File: src/rtl/axi3_wr_arbiter_if.sv
// Requester-side write channels and the shared AXI3 write master channels
// of the write arbiter; "master" is the arbiter's view, "slave" the environment's.
interface axi3_wr_arbiter_if #(
  parameter int unsigned N_REQ     = 2,
  parameter int unsigned BUS_WIDTH = 4
);
  logic [N_REQ*32-1:0]  req_awaddr;
  logic [N_REQ*4-1:0]   req_awlen;
  logic [N_REQ*3-1:0]   req_awsize;
  logic [N_REQ-1:0]     req_awvalid;
  logic [N_REQ-1:0]     req_awready;
  logic [N_REQ*32-1:0]  req_wdata;
  logic [N_REQ*4-1:0]   req_wstrb;
  logic [N_REQ-1:0]     req_wlast;
  logic [N_REQ-1:0]     req_wvalid;
  logic [N_REQ-1:0]     req_wready;
  logic [N_REQ-1:0]     req_bvalid;
  logic [N_REQ-1:0]     req_bready;
  logic [1:0]           req_bresp;

  logic [BUS_WIDTH-1:0] m_awid;
  logic [31:0]          m_awaddr;
  logic [3:0]           m_awlen;
  logic [2:0]           m_awsize;
  logic [1:0]           m_awburst;
  logic                 m_awvalid;
  logic                 m_awready;
  logic [BUS_WIDTH-1:0] m_wid;
  logic [31:0]          m_wdata;
  logic [3:0]           m_wstrb;
  logic                 m_wlast;
  logic                 m_wvalid;
  logic                 m_wready;
  logic [BUS_WIDTH-1:0] m_bid;
  logic [1:0]           m_bresp;
  logic                 m_bvalid;
  logic                 m_bready;

  logic [N_REQ-1:0]     grant;
  logic                 protocol_err;

  modport master (
    input  req_awaddr, req_awlen, req_awsize, req_awvalid,
    input  req_wdata, req_wstrb, req_wlast, req_wvalid, req_bready,
    output req_awready, req_wready, req_bvalid, req_bresp,
    output m_awid, m_awaddr, m_awlen, m_awsize, m_awburst, m_awvalid,
    input  m_awready,
    output m_wid, m_wdata, m_wstrb, m_wlast, m_wvalid,
    input  m_wready,
    input  m_bid, m_bresp, m_bvalid,
    output m_bready,
    output grant, protocol_err
  );

  modport slave (
    output req_awaddr, req_awlen, req_awsize, req_awvalid,
    output req_wdata, req_wstrb, req_wlast, req_wvalid, req_bready,
    input  req_awready, req_wready, req_bvalid, req_bresp,
    input  m_awid, m_awaddr, m_awlen, m_awsize, m_awburst, m_awvalid,
    output m_awready,
    input  m_wid, m_wdata, m_wstrb, m_wlast, m_wvalid,
    output m_wready,
    output m_bid, m_bresp, m_bvalid,
    input  m_bready,
    input  grant, protocol_err
  );
endinterface

File: src/rtl/axi3_wr_arbiter.sv
// Round-robin arbiter sharing one AXI3 write master among N_REQ requesters,
// one transaction outstanding at a time, with locally generated WLAST.
module axi3_wr_arbiter #(
  parameter int unsigned N_REQ     = 2,
  parameter int unsigned AWID      = 2,
  parameter int unsigned BUS_WIDTH = 4
) (
  input  logic               clk,
  input  logic               rst,
  axi3_wr_arbiter_if.master  bus
);
  localparam int unsigned GW = (N_REQ > 2) ? 2 : 1;

  typedef enum logic [1:0] {IDLE, ADDR, DATA, RESP} state_t;

  state_t          state;
  logic [GW-1:0]   g;
  logic [GW-1:0]   last_grant;
  logic [GW-1:0]   sel;
  logic [GW-1:0]   cand;
  logic            sel_vld;
  logic [3:0]      beat_cnt;
  logic [3:0]      len_q;
  logic            last_beat;
  logic            w_hs;
  logic            b_hs;

  logic [31:0]     awaddr_a [N_REQ];
  logic [3:0]      awlen_a  [N_REQ];
  logic [2:0]      awsize_a [N_REQ];
  logic [31:0]     wdata_a  [N_REQ];
  logic [3:0]      wstrb_a  [N_REQ];

  // Unpacked per-requester views of the flat payload buses
  always_comb begin
    for (int i = 0; i < N_REQ; i++) begin
      awaddr_a[i] = bus.req_awaddr[i*32 +: 32];
      awlen_a[i]  = bus.req_awlen[i*4 +: 4];
      awsize_a[i] = bus.req_awsize[i*3 +: 3];
      wdata_a[i]  = bus.req_wdata[i*32 +: 32];
      wstrb_a[i]  = bus.req_wstrb[i*4 +: 4];
    end
  end

  // Descending scan so the requester closest after last_grant wins
  always_comb begin
    sel     = '0;
    sel_vld = 1'b0;
    cand    = '0;
    for (int i = N_REQ; i >= 1; i--) begin
      cand = GW'((32'(last_grant) + 32'(i)) % N_REQ);
      if (bus.req_awvalid[cand]) begin
        sel     = cand;
        sel_vld = 1'b1;
      end
    end
  end

  assign last_beat = (beat_cnt == len_q);
  assign w_hs      = (state == DATA) && bus.req_wvalid[g] && bus.m_wready;
  assign b_hs      = (state == RESP) && bus.m_bvalid && bus.req_bready[g];

  always_ff @(posedge clk) begin
    if (!rst) begin
      state            <= IDLE;
      g                <= '0;
      last_grant       <= GW'(N_REQ - 1);
      beat_cnt         <= '0;
      len_q            <= '0;
      bus.grant        <= '0;
      bus.protocol_err <= 1'b0;
    end else begin
      bus.protocol_err <= 1'b0;
      case (state)
        IDLE: begin
          if (sel_vld) begin
            g         <= sel;
            bus.grant <= N_REQ'(1) << sel;
            state     <= ADDR;
          end
        end
        ADDR: begin
          // A withdrawn request gives up its turn without moving the pointer
          if (!bus.req_awvalid[g]) begin
            bus.grant <= '0;
            state     <= IDLE;
          end else if (bus.m_awready) begin
            len_q    <= awlen_a[g];
            beat_cnt <= '0;
            state    <= DATA;
          end
        end
        DATA: begin
          if (w_hs) begin
            beat_cnt <= beat_cnt + 4'd1;
            if (bus.req_wlast[g] != last_beat) bus.protocol_err <= 1'b1;
            if (last_beat) state <= RESP;
          end
        end
        RESP: begin
          if (b_hs) begin
            last_grant <= g;
            bus.grant  <= '0;
            state      <= IDLE;
            if (bus.m_bid != BUS_WIDTH'(AWID)) bus.protocol_err <= 1'b1;
          end
        end
        default: state <= IDLE;
      endcase
    end
  end

  // Channel muxes depend only on state and owner, never on m_*ready
  always_comb begin
    bus.m_awid      = BUS_WIDTH'(AWID);
    bus.m_awaddr    = awaddr_a[g];
    bus.m_awlen     = awlen_a[g];
    bus.m_awsize    = awsize_a[g];
    bus.m_awburst   = 2'b01;
    bus.m_awvalid   = (state == ADDR) && bus.req_awvalid[g];
    bus.m_wid       = BUS_WIDTH'(AWID);
    bus.m_wdata     = wdata_a[g];
    bus.m_wstrb     = wstrb_a[g];
    bus.m_wlast     = (state == DATA) && last_beat;
    bus.m_wvalid    = (state == DATA) && bus.req_wvalid[g];
    bus.m_bready    = (state == RESP) && bus.req_bready[g];
    bus.req_bresp   = bus.m_bresp;
    bus.req_awready = '0;
    bus.req_wready  = '0;
    bus.req_bvalid  = '0;
    bus.req_awready[g] = (state == ADDR) && bus.m_awready;
    bus.req_wready[g]  = (state == DATA) && bus.m_wready;
    bus.req_bvalid[g]  = (state == RESP) && bus.m_bvalid;
  end
endmodule

File: src/flat_wrapper.sv
// flat-port wrapper written by rule: the top's interface ports become plain ports
module axi3_wr_arbiter_flat 
#(
  parameter int unsigned N_REQ     = 2,
  parameter int unsigned AWID      = 2,
  parameter int unsigned BUS_WIDTH = 4
)
  (clk, rst, bus_req_awaddr, bus_req_awlen, bus_req_awsize, bus_req_awvalid, bus_req_wdata, bus_req_wstrb, bus_req_wlast, bus_req_wvalid, bus_req_bready, bus_req_awready, bus_req_wready, bus_req_bvalid, bus_req_bresp, bus_m_awid, bus_m_awaddr, bus_m_awlen, bus_m_awsize, bus_m_awburst, bus_m_awvalid, bus_m_awready, bus_m_wid, bus_m_wdata, bus_m_wstrb, bus_m_wlast, bus_m_wvalid, bus_m_wready, bus_m_bid, bus_m_bresp, bus_m_bvalid, bus_m_bready, bus_grant, bus_protocol_err);
  axi3_wr_arbiter_if #(.N_REQ(N_REQ), .BUS_WIDTH(BUS_WIDTH)) bus_i ();
  input  logic clk;
  input  logic rst;
  input wire logic [$bits(bus_i.req_awaddr)-1:0] bus_req_awaddr;
  input wire logic [$bits(bus_i.req_awlen)-1:0] bus_req_awlen;
  input wire logic [$bits(bus_i.req_awsize)-1:0] bus_req_awsize;
  input wire logic [$bits(bus_i.req_awvalid)-1:0] bus_req_awvalid;
  input wire logic [$bits(bus_i.req_wdata)-1:0] bus_req_wdata;
  input wire logic [$bits(bus_i.req_wstrb)-1:0] bus_req_wstrb;
  input wire logic [$bits(bus_i.req_wlast)-1:0] bus_req_wlast;
  input wire logic [$bits(bus_i.req_wvalid)-1:0] bus_req_wvalid;
  input wire logic [$bits(bus_i.req_bready)-1:0] bus_req_bready;
  output wire logic [$bits(bus_i.req_awready)-1:0] bus_req_awready;
  output wire logic [$bits(bus_i.req_wready)-1:0] bus_req_wready;
  output wire logic [$bits(bus_i.req_bvalid)-1:0] bus_req_bvalid;
  output wire logic [$bits(bus_i.req_bresp)-1:0] bus_req_bresp;
  output wire logic [$bits(bus_i.m_awid)-1:0] bus_m_awid;
  output wire logic [$bits(bus_i.m_awaddr)-1:0] bus_m_awaddr;
  output wire logic [$bits(bus_i.m_awlen)-1:0] bus_m_awlen;
  output wire logic [$bits(bus_i.m_awsize)-1:0] bus_m_awsize;
  output wire logic [$bits(bus_i.m_awburst)-1:0] bus_m_awburst;
  output wire logic [$bits(bus_i.m_awvalid)-1:0] bus_m_awvalid;
  input wire logic [$bits(bus_i.m_awready)-1:0] bus_m_awready;
  output wire logic [$bits(bus_i.m_wid)-1:0] bus_m_wid;
  output wire logic [$bits(bus_i.m_wdata)-1:0] bus_m_wdata;
  output wire logic [$bits(bus_i.m_wstrb)-1:0] bus_m_wstrb;
  output wire logic [$bits(bus_i.m_wlast)-1:0] bus_m_wlast;
  output wire logic [$bits(bus_i.m_wvalid)-1:0] bus_m_wvalid;
  input wire logic [$bits(bus_i.m_wready)-1:0] bus_m_wready;
  input wire logic [$bits(bus_i.m_bid)-1:0] bus_m_bid;
  input wire logic [$bits(bus_i.m_bresp)-1:0] bus_m_bresp;
  input wire logic [$bits(bus_i.m_bvalid)-1:0] bus_m_bvalid;
  output wire logic [$bits(bus_i.m_bready)-1:0] bus_m_bready;
  output wire logic [$bits(bus_i.grant)-1:0] bus_grant;
  output wire logic [$bits(bus_i.protocol_err)-1:0] bus_protocol_err;
  assign bus_i.req_awaddr = bus_req_awaddr;
  assign bus_i.req_awlen = bus_req_awlen;
  assign bus_i.req_awsize = bus_req_awsize;
  assign bus_i.req_awvalid = bus_req_awvalid;
  assign bus_i.req_wdata = bus_req_wdata;
  assign bus_i.req_wstrb = bus_req_wstrb;
  assign bus_i.req_wlast = bus_req_wlast;
  assign bus_i.req_wvalid = bus_req_wvalid;
  assign bus_i.req_bready = bus_req_bready;
  assign bus_req_awready = bus_i.req_awready;
  assign bus_req_wready = bus_i.req_wready;
  assign bus_req_bvalid = bus_i.req_bvalid;
  assign bus_req_bresp = bus_i.req_bresp;
  assign bus_m_awid = bus_i.m_awid;
  assign bus_m_awaddr = bus_i.m_awaddr;
  assign bus_m_awlen = bus_i.m_awlen;
  assign bus_m_awsize = bus_i.m_awsize;
  assign bus_m_awburst = bus_i.m_awburst;
  assign bus_m_awvalid = bus_i.m_awvalid;
  assign bus_i.m_awready = bus_m_awready;
  assign bus_m_wid = bus_i.m_wid;
  assign bus_m_wdata = bus_i.m_wdata;
  assign bus_m_wstrb = bus_i.m_wstrb;
  assign bus_m_wlast = bus_i.m_wlast;
  assign bus_m_wvalid = bus_i.m_wvalid;
  assign bus_i.m_wready = bus_m_wready;
  assign bus_i.m_bid = bus_m_bid;
  assign bus_i.m_bresp = bus_m_bresp;
  assign bus_i.m_bvalid = bus_m_bvalid;
  assign bus_m_bready = bus_i.m_bready;
  assign bus_grant = bus_i.grant;
  assign bus_protocol_err = bus_i.protocol_err;
  axi3_wr_arbiter #(.N_REQ(N_REQ), .AWID(AWID), .BUS_WIDTH(BUS_WIDTH)) u_core (.clk(clk), .rst(rst), .bus(bus_i));
endmodule
File: config.mk
export PLATFORM = sky130hd
export DESIGN_NAME = axi3_wr_arbiter_flat
export DESIGN_NICKNAME = d
export VERILOG_FILES = /design/src/rtl/axi3_wr_arbiter_if.sv /design/src/rtl/axi3_wr_arbiter.sv /design/src/flat_wrapper.sv
export SDC_FILE = /design/constraint.sdc
export NUM_CORES = 1
export LEC_CHECK = 0
export BUFFER_PORTS_ARGS = -buffer_cell sky130_fd_sc_hd__buf_4
export CAP_MARGIN = 20
export CORE_AREA = 3 3 103 105
export DETAILED_ROUTE_END_ITERATION = 8
export DIE_AREA = 0 0 106 108
export HOLD_SLACK_MARGIN = 0.1
export PLACE_DENSITY = 0.55
export SLEW_MARGIN = 20
export SYNTH_ARGS = -nofsm -noshare
export SYNTH_HDL_FRONTEND = slang
export SYNTH_SLANG_ARGS = --single-unit
File: constraint.sdc
create_clock -name clk -period 1.7 [get_ports clk]
set_input_delay 0.425 -clock clk [delete_from_list [all_inputs] [get_ports clk]]
set_output_delay 0.425 -clock clk [all_outputs]
set_load 0.01 [all_outputs]
Word-level counts from Yosys, hierarchy flattened
Cells that the tools add are included.

storage, ports and cells
  bits in registers = 15
  bits in latches = 0
  RAM bits = 0
  memory bits (read-only) = 0
  input port bits = 169
  word-level logic and storage cells = 105
  memories = 0

operators by class
  $add $sub $neg = 3
  $mul = 0
  divide/modulo/power cells = 0
  order comparisons = 5
  eq/ne operators = 14
  shift operators = 1
  multiplexer cells = 52
  bitwise operators = 4
  reduce and logical (&&, ||, !) cells = 19

operators with widths
  operator                                                                       number
  32-bit two-way mux                                                             6
  4-bit two-way mux                                                              9
  1-bit two-way mux                                                              21
  2-bit two-way mux                                                              8
  1-bit logical AND                                                              10
  2-bit by 1-bit inequality test with 1-bit output (second input constant)       5
  3-bit two-way mux                                                              3
  2-bit one-hot mux with 4 select lines                                          1
  4-bit one-hot mux with 2 select lines                                          1
  4-bit AND reduction                                                            2
  2-bit bitwise AND                                                              3
  1-bit by 2-bit less-than comparator with 1-bit output (second input constant)  3
  2-bit one-hot mux with 3 select lines                                          1
  5-bit AND reduction                                                            1
  4-bit by 1-bit adder with 4-bit output (second input constant)                 1
  2-bit equality test (second input constant)                                    2
  4-bit equality test                                                            1
  2-bit inequality test (second input constant)                                  2
  4-bit by 2-bit inequality test with 1-bit output (second input constant)       1
  2-bit AND reduction                                                            2
  3-bit inequality test (second input constant)                                  1
  3-bit AND reduction                                                            1
  3-bit nonzero test                                                             1
  1-bit adder (second input constant)                                            2
  other kinds (10)                                                               10

Depth between registers and ports, before layout
Gate-level depths: netlist (run 1).

  depth in word-level cells = 8
  depth in mapped cells = 6
  mapped depth without buffers = 4

Least setup slack after synthesis (run 1)
Ideal clock, no wire load.

  path kind = register to output
  start = reg u_core.g
  end = out bus_m_awaddr[0]
  data arrival time = 1,306 ps
  path slack = -31 ps
  cell stages (with the launch flop) = 6
  path buffers = 4
  cell sequence = dfxtp_1 buf_6 buf_6 buf_4 buf_2 mux2_1

between the ends
  cells in the longest elaborated chain, start to end = 4

ends and longest elaborated chain
  element                                                RTL line                RTL
  from (decl)                                            axi3_wr_arbiter.sv:17   logic [GW-1:0] g;
  from (signal assigned)                                 axi3_wr_arbiter.sv:77   g <= sel;
  1-bit NOT with 2-bit output (not written as such)      axi3_wr_arbiter.sv:116  bus.m_awaddr = awaddr_a[g];
  32-bit two-way mux (not written as such) (3 in a row)  axi3_wr_arbiter.sv:116
  to (decl)                                              flat_wrapper.sv:26      output wire logic [$bits(bus_i.m_awaddr)-1:0] bus_m_awaddr;

No other way between the ends. The select of a mux whose other input is x is not followed.

Final worst setup path (run 1)
  start = reg u_core.g
  end = out bus_m_awaddr[28]

The elaborated chain is that of the path after synthesis.

==> results of run 1 <==
-- power breakdown --
| group | switching (mW) | internal [mW] | leakage [nW] | total [mW] |
|---|---|---|---|---|
| Combinational | 0.555 | 0.937 | 2.07 | 1.49 |
| Sequential | 0.0229 | 0.375 | 0.124 | 0.398 |
| Clock | 0.120 | 0.166 | 0.0228 | 0.285 |
-- kinds of logic after synthesis --
family | Yosys count | synth area share, %
muxes | 80 | 48.2
and+or+nand+nor | 49 | 13.5
buffers and inverters | 26 | 9.15
AOI/OAI and AO/OA | 25 | 9.09
DFF | 15 | 15.8
xor gates and xnor gates | 7 | 3.23
other | 2 | 0.395
adders and majority gates | 1 | 0.658
-- registers in the layout (all words and copies together), names as in the netlist, named ones only --
name and cells:
u_core.bus.protocol_err 1, u_core.beat_cnt 4, u_core.bus.grant 2, u_core.len_q 4, u_core.state 1, u_core.last_grant 1
u_core.g 1
-- worst paths after layout --
path / from / to / slack (ns) / depth (start not counted)
setup / recovery: u_core.g$_SDFFE_PN0P_ / bus_m_awaddr[28] / -0.13 / 4
hold / removal: rst / u_core.last_grant$_SDFFE_PN1P_ / 0.47 / 2
setup reg to reg: u_core.g$_SDFFE_PN0P_ / u_core.beat_cnt[3]$_SDFFE_PN0P_ / 0.06 / 8
hold reg to reg: u_core.len_q[1]$_SDFFE_PN0P_ / u_core.len_q[1]$_SDFFE_PN0P_ / 0.49 / 2
-- synth_stat cells --
cell type,number,area [um^2]
conb_1,2,7.51
buf_2,7,35.0
mux2i_2,2,27.5
nor4_1,1,6.26
and3_1,1,6.26
mux2_1,76,856
nor2b_1,1,6.26
o22ai_1,1,6.26
or3b_1,1,8.76
buf_6,2,22.5
nand4_1,2,12.5
nand3b_1,1,7.51
a21boi_1,7,52.6
nand2b_1,2,12.5
dfxtp_1,15,300
inv_2,1,3.75
o221ai_1,1,8.76
o21a_1,3,22.5
buf_4,14,105
nor3_2,1,10.0
a211oi_2,1,12.5
a21boi_0,1,7.51
nand3_1,3,15.0
nand2_1,11,41.3
o2bb2ai_1,1,8.76
or4b_2,1,10.0
clkbuf_1,2,7.51
a21oi_1,2,10.0
nor2_1,15,56.3
nor3b_1,4,30.0
nand3b_2,1,11.3
mux2i_4,1,22.5
o21ai_0,4,20.0
mux2i_1,1,10.0
nor3_1,2,10.0
nor2_2,2,12.5
ha_1,1,12.5
xnor2_1,7,61.3
o32ai_1,1,8.76
o21ai_1,3,15.0
-- critical path, delay by kind of cell, from the launching register on --
| kind | cells | cell delay [ns] |
|---|---|---|
| buf+inv | 3 | 0.47 |
| flops | 1 | 0.36 |
| mux | 1 | 0.33 |
-- repair_timing --
action,CTS,global route
endpoints found under the hold margin,0,0
pin swaps,0,1
gates resized for setup,13,84
setup endpoints to repair,78,82
buffers inserted,0,7
gates cloned,0,7
-- area by class of cell --
type / count / share of cell area, %
Multi-Input combinational cell: 172 / 35.9
Inverter: 1 / 0.0820
Clock buffer: 4 / 0.984
Sequential cell: 15 / 6.75
Tap cell: 133 / 3.64
Timing Repair Buffer: 280 / 52.7
-- stage by stage --
step	cells	area [um^2]	setup TNS [ns]	hold slack, ns	setup slack [ns]
floorplan	213	1930	0	0.465	0.00577
global placement	587	3970	0	0.481	0.138
detailed placement	587	3970	0	0.481	0.124
CTS	591	4060	-6.42	0.465	-0.135
global route	605	4580	-10.50	0.490	-0.174
finish	605	4580	-6.74	0.471	-0.130
-- routing by layer --
layer | up-vias | routed length, um
met4 | 4 | 191
li1 | 1256 | -
met1 | 1225 | 3930
met2 | 116 | 5830
met3 | 14 | 938
met5 | - | 31
==> impl_metrics.csv, run 1 <==
group,metric,value,unit
logic_synthesis,yosysWarnings,0,
clock_tree,ctsHoldBuffers,0,
route,initialDrtViolationCount,56,
pwr,total_leakage_power,2.22,nW
finish,syn_to_final_growth,141,%
min_path,hold_path_class,"in -> reg",
die,die_y,108,um
logic_synthesis,ys_seq_elements,15,
finish,drive_above_1_share,72.5,%
clock_tree,root_buffer,"clkbuf_8",
sta,setup_slack,-0.130,ns
global_routing,grt_usage,15.1,%
sta,setup_viol,81,
logic_synthesis,avgSynthCellArea,9.27,um^2
finish,antenna_cells,0,
setup_path,crit_chain,"buf_12 -> clkbuf_16 -> mux2_1 -> buf_4",
sta,fin_skew,0.000765,ns
finish,fin_nets,643,
logic_synthesis,synth_cell_type_count,40,
logic_synthesis,synth_area,0.00190,mm^2
global_routing,busiest_layer,"met2",
setup_path,cp.arrival,1.41,ns
die,ios,269,
finish,seqCellArea,309,um^2
setup_path,crit_path_max_fanout,8,
finish,final_common_cell,"buf_4",
placement,hpwl,8.56,mm
global_routing,grt_pass1_vias,2612,
global_routing,gr-total-overflow,0,
clock_tree,cts_sinks,15,
route,wl,10.9,mm
outcome,violations,"setup timing",
route,vias,2615,
global_routing,antenna_found_initial,2,
route,dr.pass1.iters,4,
die,dieArea,0.0114,mm^2
sta,fin_crit,1.83,ns
finish,multi_input_area,0.00164,mm^2
placement,io_buffers,254,
route,antenna_left,0,
global_routing,grtUsageMet2,28.2,%
sta,hold_viol_final,0,
die,fp.coreArea,0.00973,mm^2
global_routing,grt_max_degree,33,
sta,min_period_over_period,108,%
setup_path,cp_slowest_cell,"dfxtp_4",
clock_tree,insertion_delay,0.24,ns
finish,final_cell_mix,"228 x buf_4, 42 x buf_6, 38 x mux2_4",
clock_tree,cts-htree-levels,1,
die,start_util,19.5,%
route,via_per_inst,4.32,
pwr,vdd_drop_max,0.262,mV
route,drc,0,
setup_path,worstSetupStartpointType,"flip-flop",
route,wl_per_cell,18.0,um
logic_synthesis,seq_area_frac_synth,15.8,%
clock_tree,clockBufferDepth,2,
setup_path,crit_type,"reg -> out",
die,die-width,106,um
logic_synthesis,synthCells,205,
clock_tree,clk_pin_slew,0.06,ns
sta,final_max_slew_viol_count,0,
setup_path,cpPeakStageDelay,0.36,ns
finish,final_util,47.0,%
outcome,status,"complete, but fails checks",
setup_path,end_kind,"primary output",
sta,rsz0062_at_grt,"yes",
placement,gp_congestion,0.806,
clock_tree,cts_made_buffers,3,
pwr,powerDensity,475,mW/mm^2
run,maxCapViolCount,0,
global_routing,met3_usage,5.43,%
clock_tree,cts_tree,"yes",
pwr,p_total,2.18,mW
die,rows,36,
setup_path,cp.required,1.27,ns
global_routing,grt_pass1_wl,13.8,mm
sta,fmax,546,MHz
finish,nFillCells,950,
global_routing,grt_use_met1,16.1,%
No activity file was read; power rests on OpenSTA's default activity.
==> inputs of run 2 (changes only) <==
- CORE_AREA: 3 3 103 105 -> 3 3 104 106
- DIE_AREA: 0 0 106 108 -> 0 0 107 109
- PLACE_DENSITY: 0.55 -> 0.52
- clock period: 1.7 -> 2 ns (I/O delays scaled with it)
==> impl_metrics.csv, run 2 (synthesis results as in run 1) <==
group,metric,value,unit
finish,fin_nets,622,
global_routing,grt_pass1_vias,2521,
sta,setup_tns,0,ns
finish,largestRegisters,"u_core.beat_cnt x4, u_core.len_q x4, u_core.bus.grant x2",
route,via_per_inst,4.19,
route,initialDrtViolationCount,69,
run,maxCapViolCount,0,
placement,hpwl,8.47,mm
route,vias,2454,
global_routing,grt_usage,14.8,%
sta,setup_viol,0,
die,start_util,19.3,%
min_path,hold_path_class,"reg -> reg",
placement,gp_congestion,0.800,
finish,nFillCells,1009,
setup_path,cp.required,1.50,ns
pwr,vdd_drop_max,0.239,mV
die,fp.coreArea,0.00986,mm^2
route,wl,9.69,mm
sta,rsz0062_at_grt,"yes",
sta,fin_hold_ws,0.493,ns
setup_path,crit_path_max_fanout,43,
route,drc,0,
clock_tree,cts_tree,"yes",
finish,fin_cells,585,
setup_path,end_kind,"primary output",
setup_path,worstSetupStartpointType,"flip-flop",
clock_tree,root_buffer,"clkbuf_8",
die,die-width,107,um
sta,fin_crit,1.97,ns
clock_tree,insertion_delay,0.25,ns
clock_tree,cts_sinks,15,
die,rows,36,
sta,fmax,507,MHz
clock_tree,postCtsSetupBuffers,0,
sta,min_period_over_period,98.6,%
outcome,status,"finished, final reports clean",
route,antenna_left,0,
finish,final_common_cell,"buf_4",
sta,fin_skew,0.00109,ns
sta,final_max_slew_viol_count,0,
finish,final_cell_mix,"257 x buf_4, 72 x mux2_1, 15 x nor2_1",
placement,io_buffers,254,
clock_tree,cts-htree-levels,1,
global_routing,grt_pass1_wl,13.7,mm
die,die_y,109,um
placement,placed_cells,580,
clock_tree,clockBufferDepth,2,
clock_tree,cts_made_buffers,3,
global_routing,antenna_found_initial,1,
pwr,powerDensity,398,mW/mm^2
route,dr.pass1.iters,4,
finish,syn_to_final_growth,109,%
die,ios,269,
clock_tree,clk_pin_slew,0.07,ns
pwr,total_leakage_power,1.91,nW
die,dieArea,0.0117,mm^2
sta,hold_viol_final,0,
finish,drive_above_1_share,62.1,%
route,wl_per_cell,16.6,um
setup_path,worst_r2r_path_depth,6,
clock_tree,ctsHoldBuffers,0,
min_path,min_path_cells,2,
setup_path,crit_type,"reg -> out",
setup_path,cp.arrival,1.47,ns
global_routing,grt_max_degree,44,
global_routing,gr-total-overflow,0,
==> run 2: changes by cell type in the layout (fill, tap and decap cells not counted), sizes merged <==
cell    before  now
clkbuf       9    3
clkinv       0    1
buf        275  259
diode        0    1
==> run 2: cell type report <==
type,instances,area (um^2),share of cell area (%)
Antenna cell,1,2.50,0.0631
Clock buffer,3,41.3,1.04
Inverter,1,3.75,0.0946
Multi-Input combinational cell,172,1460,36.9
Clock inverter,1,5.00,0.126
Sequential cell,15,307,7.73
Tap cell,133,166,4.20
Timing Repair Buffer,259,1980,49.8
==> run 2: final timing paths <==
check / to / start / slack, ns
setup / recovery: bus_m_awaddr[15] / u_core.g$_SDFFE_PN0P_ / 0.03
hold / removal: u_core.len_q[1]$_SDFFE_PN0P_ / u_core.len_q[1]$_SDFFE_PN0P_ / 0.49
setup reg to reg: u_core.state[0]$_SDFFE_PN0P_ / u_core.g$_SDFFE_PN0P_ / 0.47
hold reg to reg: u_core.len_q[1]$_SDFFE_PN0P_ / u_core.len_q[1]$_SDFFE_PN0P_ / 0.49
==> run 2: where the power goes <==
| part | total (mW) | internal, mW | switching [mW] |
|---|---|---|---|
| clock network | 0.257 | 0.138 | 0.119 |
| registers | 0.351 | 0.319 | 0.0322 |
| logic | 0.970 | 0.585 | 0.385 |
==> run 2: per-stage QoR <==
stage | cell area, um^2 | worst slack, ns | util (%) | power [mW]
finish | 3970 | 0.0283 | 40.2 | 1.58
global route | 3970 | -0.0265 | 40.2 | 1.67
CTS | 3960 | 0.0141 | 40.1 | 1.60
detailed placement | 3900 | 0.273 | 39.5 | 1.33
global placement | 3900 | 0.285 | 39.5 | 1.32
floorplan | 1930 | 0.194 | - | 0.779
==> run 2: what timing repair did <==
| action | 4_1_cts | 5_1_grt |
|---|---|---|
| resized for setup | 2 | 5 |
| endpoints found under the hold margin | 0 | 0 |
| pin swaps | 0 | 0 |
| endpoints found under the setup margin | 1 | 40 |
==> run 2: routing by layer <==
| layer | vias up | share of wire, % | global-route usage [%] |
|---|---|---|---|
| li1 | 1205 | - | - |
| met1 | 1113 | 37 | 17.2 |
| met2 | 124 | 54 | 27.2 |
| met3 | 12 | 7.8 | 3.37 |
| met4 | 0 | 1.7 | 4.57 |
| met5 | - | 0 | 0 |
==> run 2: worst max-delay path, stage by stage, from the launching register on <==
cell     delay, ns
dfxtp_4       0.43
buf_16        0.24
mux2_1        0.36
buf_4         0.15
==> inputs of run 3 (changes only) <==
- RECOVER_POWER: not set -> 50
==> impl_metrics.csv, run 3 (synthesis results as in run 1) <==
group,metric,value,unit
finish,fin_nets,622,
setup_path,end_kind,"primary output",
die,dieArea,0.0117,mm^2
sta,min_period_over_period,98.8,%
global_routing,met3_usage,3.37,%
pwr,total_leakage_power,1.85,nW
pwr,vdd_drop_max,0.239,mV
setup_path,cpPeakStageDelay,0.43,ns
sta,fin_hold_ws,0.497,ns
placement,placed_cells,580,
clock_tree,postCtsSetupBuffers,0,
sta,final_max_slew_viol_count,0,
clock_tree,cts_made_buffers,3,
clock_tree,cts_sinks,15,
pwr,powerDensity,399,mW/mm^2
finish,fin_cells,585,
global_routing,grt_max_degree,44,
sta,fmax,506,MHz
finish,final_util,39.6,%
setup_path,worst_r2r_path_depth,4,
clock_tree,root_buffer,"clkbuf_8",
finish,final_common_cell,"buf_4",
finish,final_cell_mix,"244 x buf_4, 72 x mux2_1, 17 x nor2_1",
global_routing,grtUsageMet2,27.2,%
global_routing,grt_usage,14.8,%
route,antenna_left,0,
setup_path,crit_type,"reg -> out",
finish,largestRegisters,"u_core.beat_cnt x4, u_core.len_q x4, u_core.bus.grant x2",
route,wl,9.65,mm
sta,hold_viol_final,0,
finish,drive_above_1_share,58.3,%
clock_tree,insertion_delay,0.25,ns
route,dr.pass1.iters,4,
global_routing,grt_use_met1,17.2,%
finish,syn_to_final_growth,105,%
placement,hpwl,8.47,mm
sta,fin_skew,0.00116,ns
route,wl_per_cell,16.5,um
setup_path,cp.required,1.50,ns
min_path,min_path_cells,2,
placement,gp_congestion,0.800,
min_path,hold_path_class,"reg -> reg",
global_routing,grt_pass1_wl,13.7,mm
setup_path,worstSetupStartpointType,"flip-flop",
clock_tree,cts_tree,"yes",
die,ios,269,
die,fp.coreArea,0.00986,mm^2
setup_path,crit_cells,3,
global_routing,busiest_layer,"met2",
sta,rsz0062_at_grt,"yes",
route,drc,0,
placement,dpl_cell_area,0.00390,mm^2
clock_tree,clockBufferDepth,2,
setup_path,worst-path-buf-inv,2,
finish,postLayoutCellArea,0.00391,mm^2
placement,io_buffers,254,
global_routing,grt_pass1_vias,2521,
setup_path,cp.arrival,1.48,ns
die,start_util,19.3,%
outcome,status,"finished, final reports clean",
sta,fin_crit,1.98,ns
die,die_y,109,um
clock_tree,cts-htree-levels,1,
global_routing,antenna_found_initial,1,
die,rows,36,
sta,setup_viol,0,
route,vias,2457,
setup_path,crit_family,"flip-flops",
run,maxCapViolCount,0,
setup_path,crit_path_max_fanout,43,
route,initialDrtViolationCount,65,
global_routing,gr-total-overflow,0,
setup_path,cp_slowest_cell,"dfxtp_4",
setup_path,crit_chain,"buf_16 -> mux2_1 -> buf_4",
die,die-width,107,um
clock_tree,clk_pin_slew,0.07,ns
route,via_per_inst,4.20,
## run 3: changes by cell type in the layout (fill, tap and decap cells not counted), sizes merged
cell | previous run | this run
buf | 259 | 246
clkbuf | 3 | 16
## run 3: worst register-to-register path: cells and delay by family (launching register included)
kind	cells	cell delay [ns]
AOI/OAI and AO/OA	1	0.19
DFF	1	0.40
and+or+nand+nor	3	0.95
## run 3: worst paths after layout
check	from	end	slack, ns
max	u_core.g$_SDFFE_PN0P_	bus_m_wdata[17]	0.02
min	u_core.len_q[2]$_SDFFE_PN0P_	u_core.len_q[2]$_SDFFE_PN0P_	0.50
min reg2reg	u_core.len_q[2]$_SDFFE_PN0P_	u_core.len_q[2]$_SDFFE_PN0P_	0.50
max reg2reg	flip-flop	u_core.beat_cnt[0]$_SDFFE_PN0P_	0.36
## run 3: metal layers
| layer | vias to the layer above | wire, um |
|---|---|---|
| met4 | 0 | 163 |
| met3 | 12 | 748 |
| li1 | 1209 | - |
| met2 | 124 | 5180 |
| met5 | - | 0 |
| met1 | 1112 | 3550 |
## run 3: final cells by class
class                      count  area, um^2
antenna                        1        2.50
clock buffer                   3        41.3
clock inverter                 1        5.00
fill                        1026        5960
inverter                       1        3.75
multi-input combinational    172        1450
sequential                    15         307
tap                          133         166
timing repair buffer         259        1930
## run 3: repair_timing
item | CTS | global route
hold buffers | 0 | 0
endpoints found under the setup margin | 1 | 40
gates resized for setup | 2 | 5
## run 3: where the power goes
group          internal, mW  switching, mW  total (mW)
combinational         0.571          0.382       0.953
clock                 0.138          0.119       0.257
sequential            0.319         0.0312       0.350
total                  1.03          0.532        1.56
## run 3: per-stage QoR
stage / power, mW / setup TNS, ns / setup slack, ns
floorplan: 0.779 / 0 / 0.194
global placement: 1.32 / 0 / 0.285
global route: 1.66 / -0.451 / -0.0265
CTS: 1.60 / 0 / 0.0141
finish: 1.56 / 0 / 0.0238
detailed placement: 1.33 / 0 / 0.273
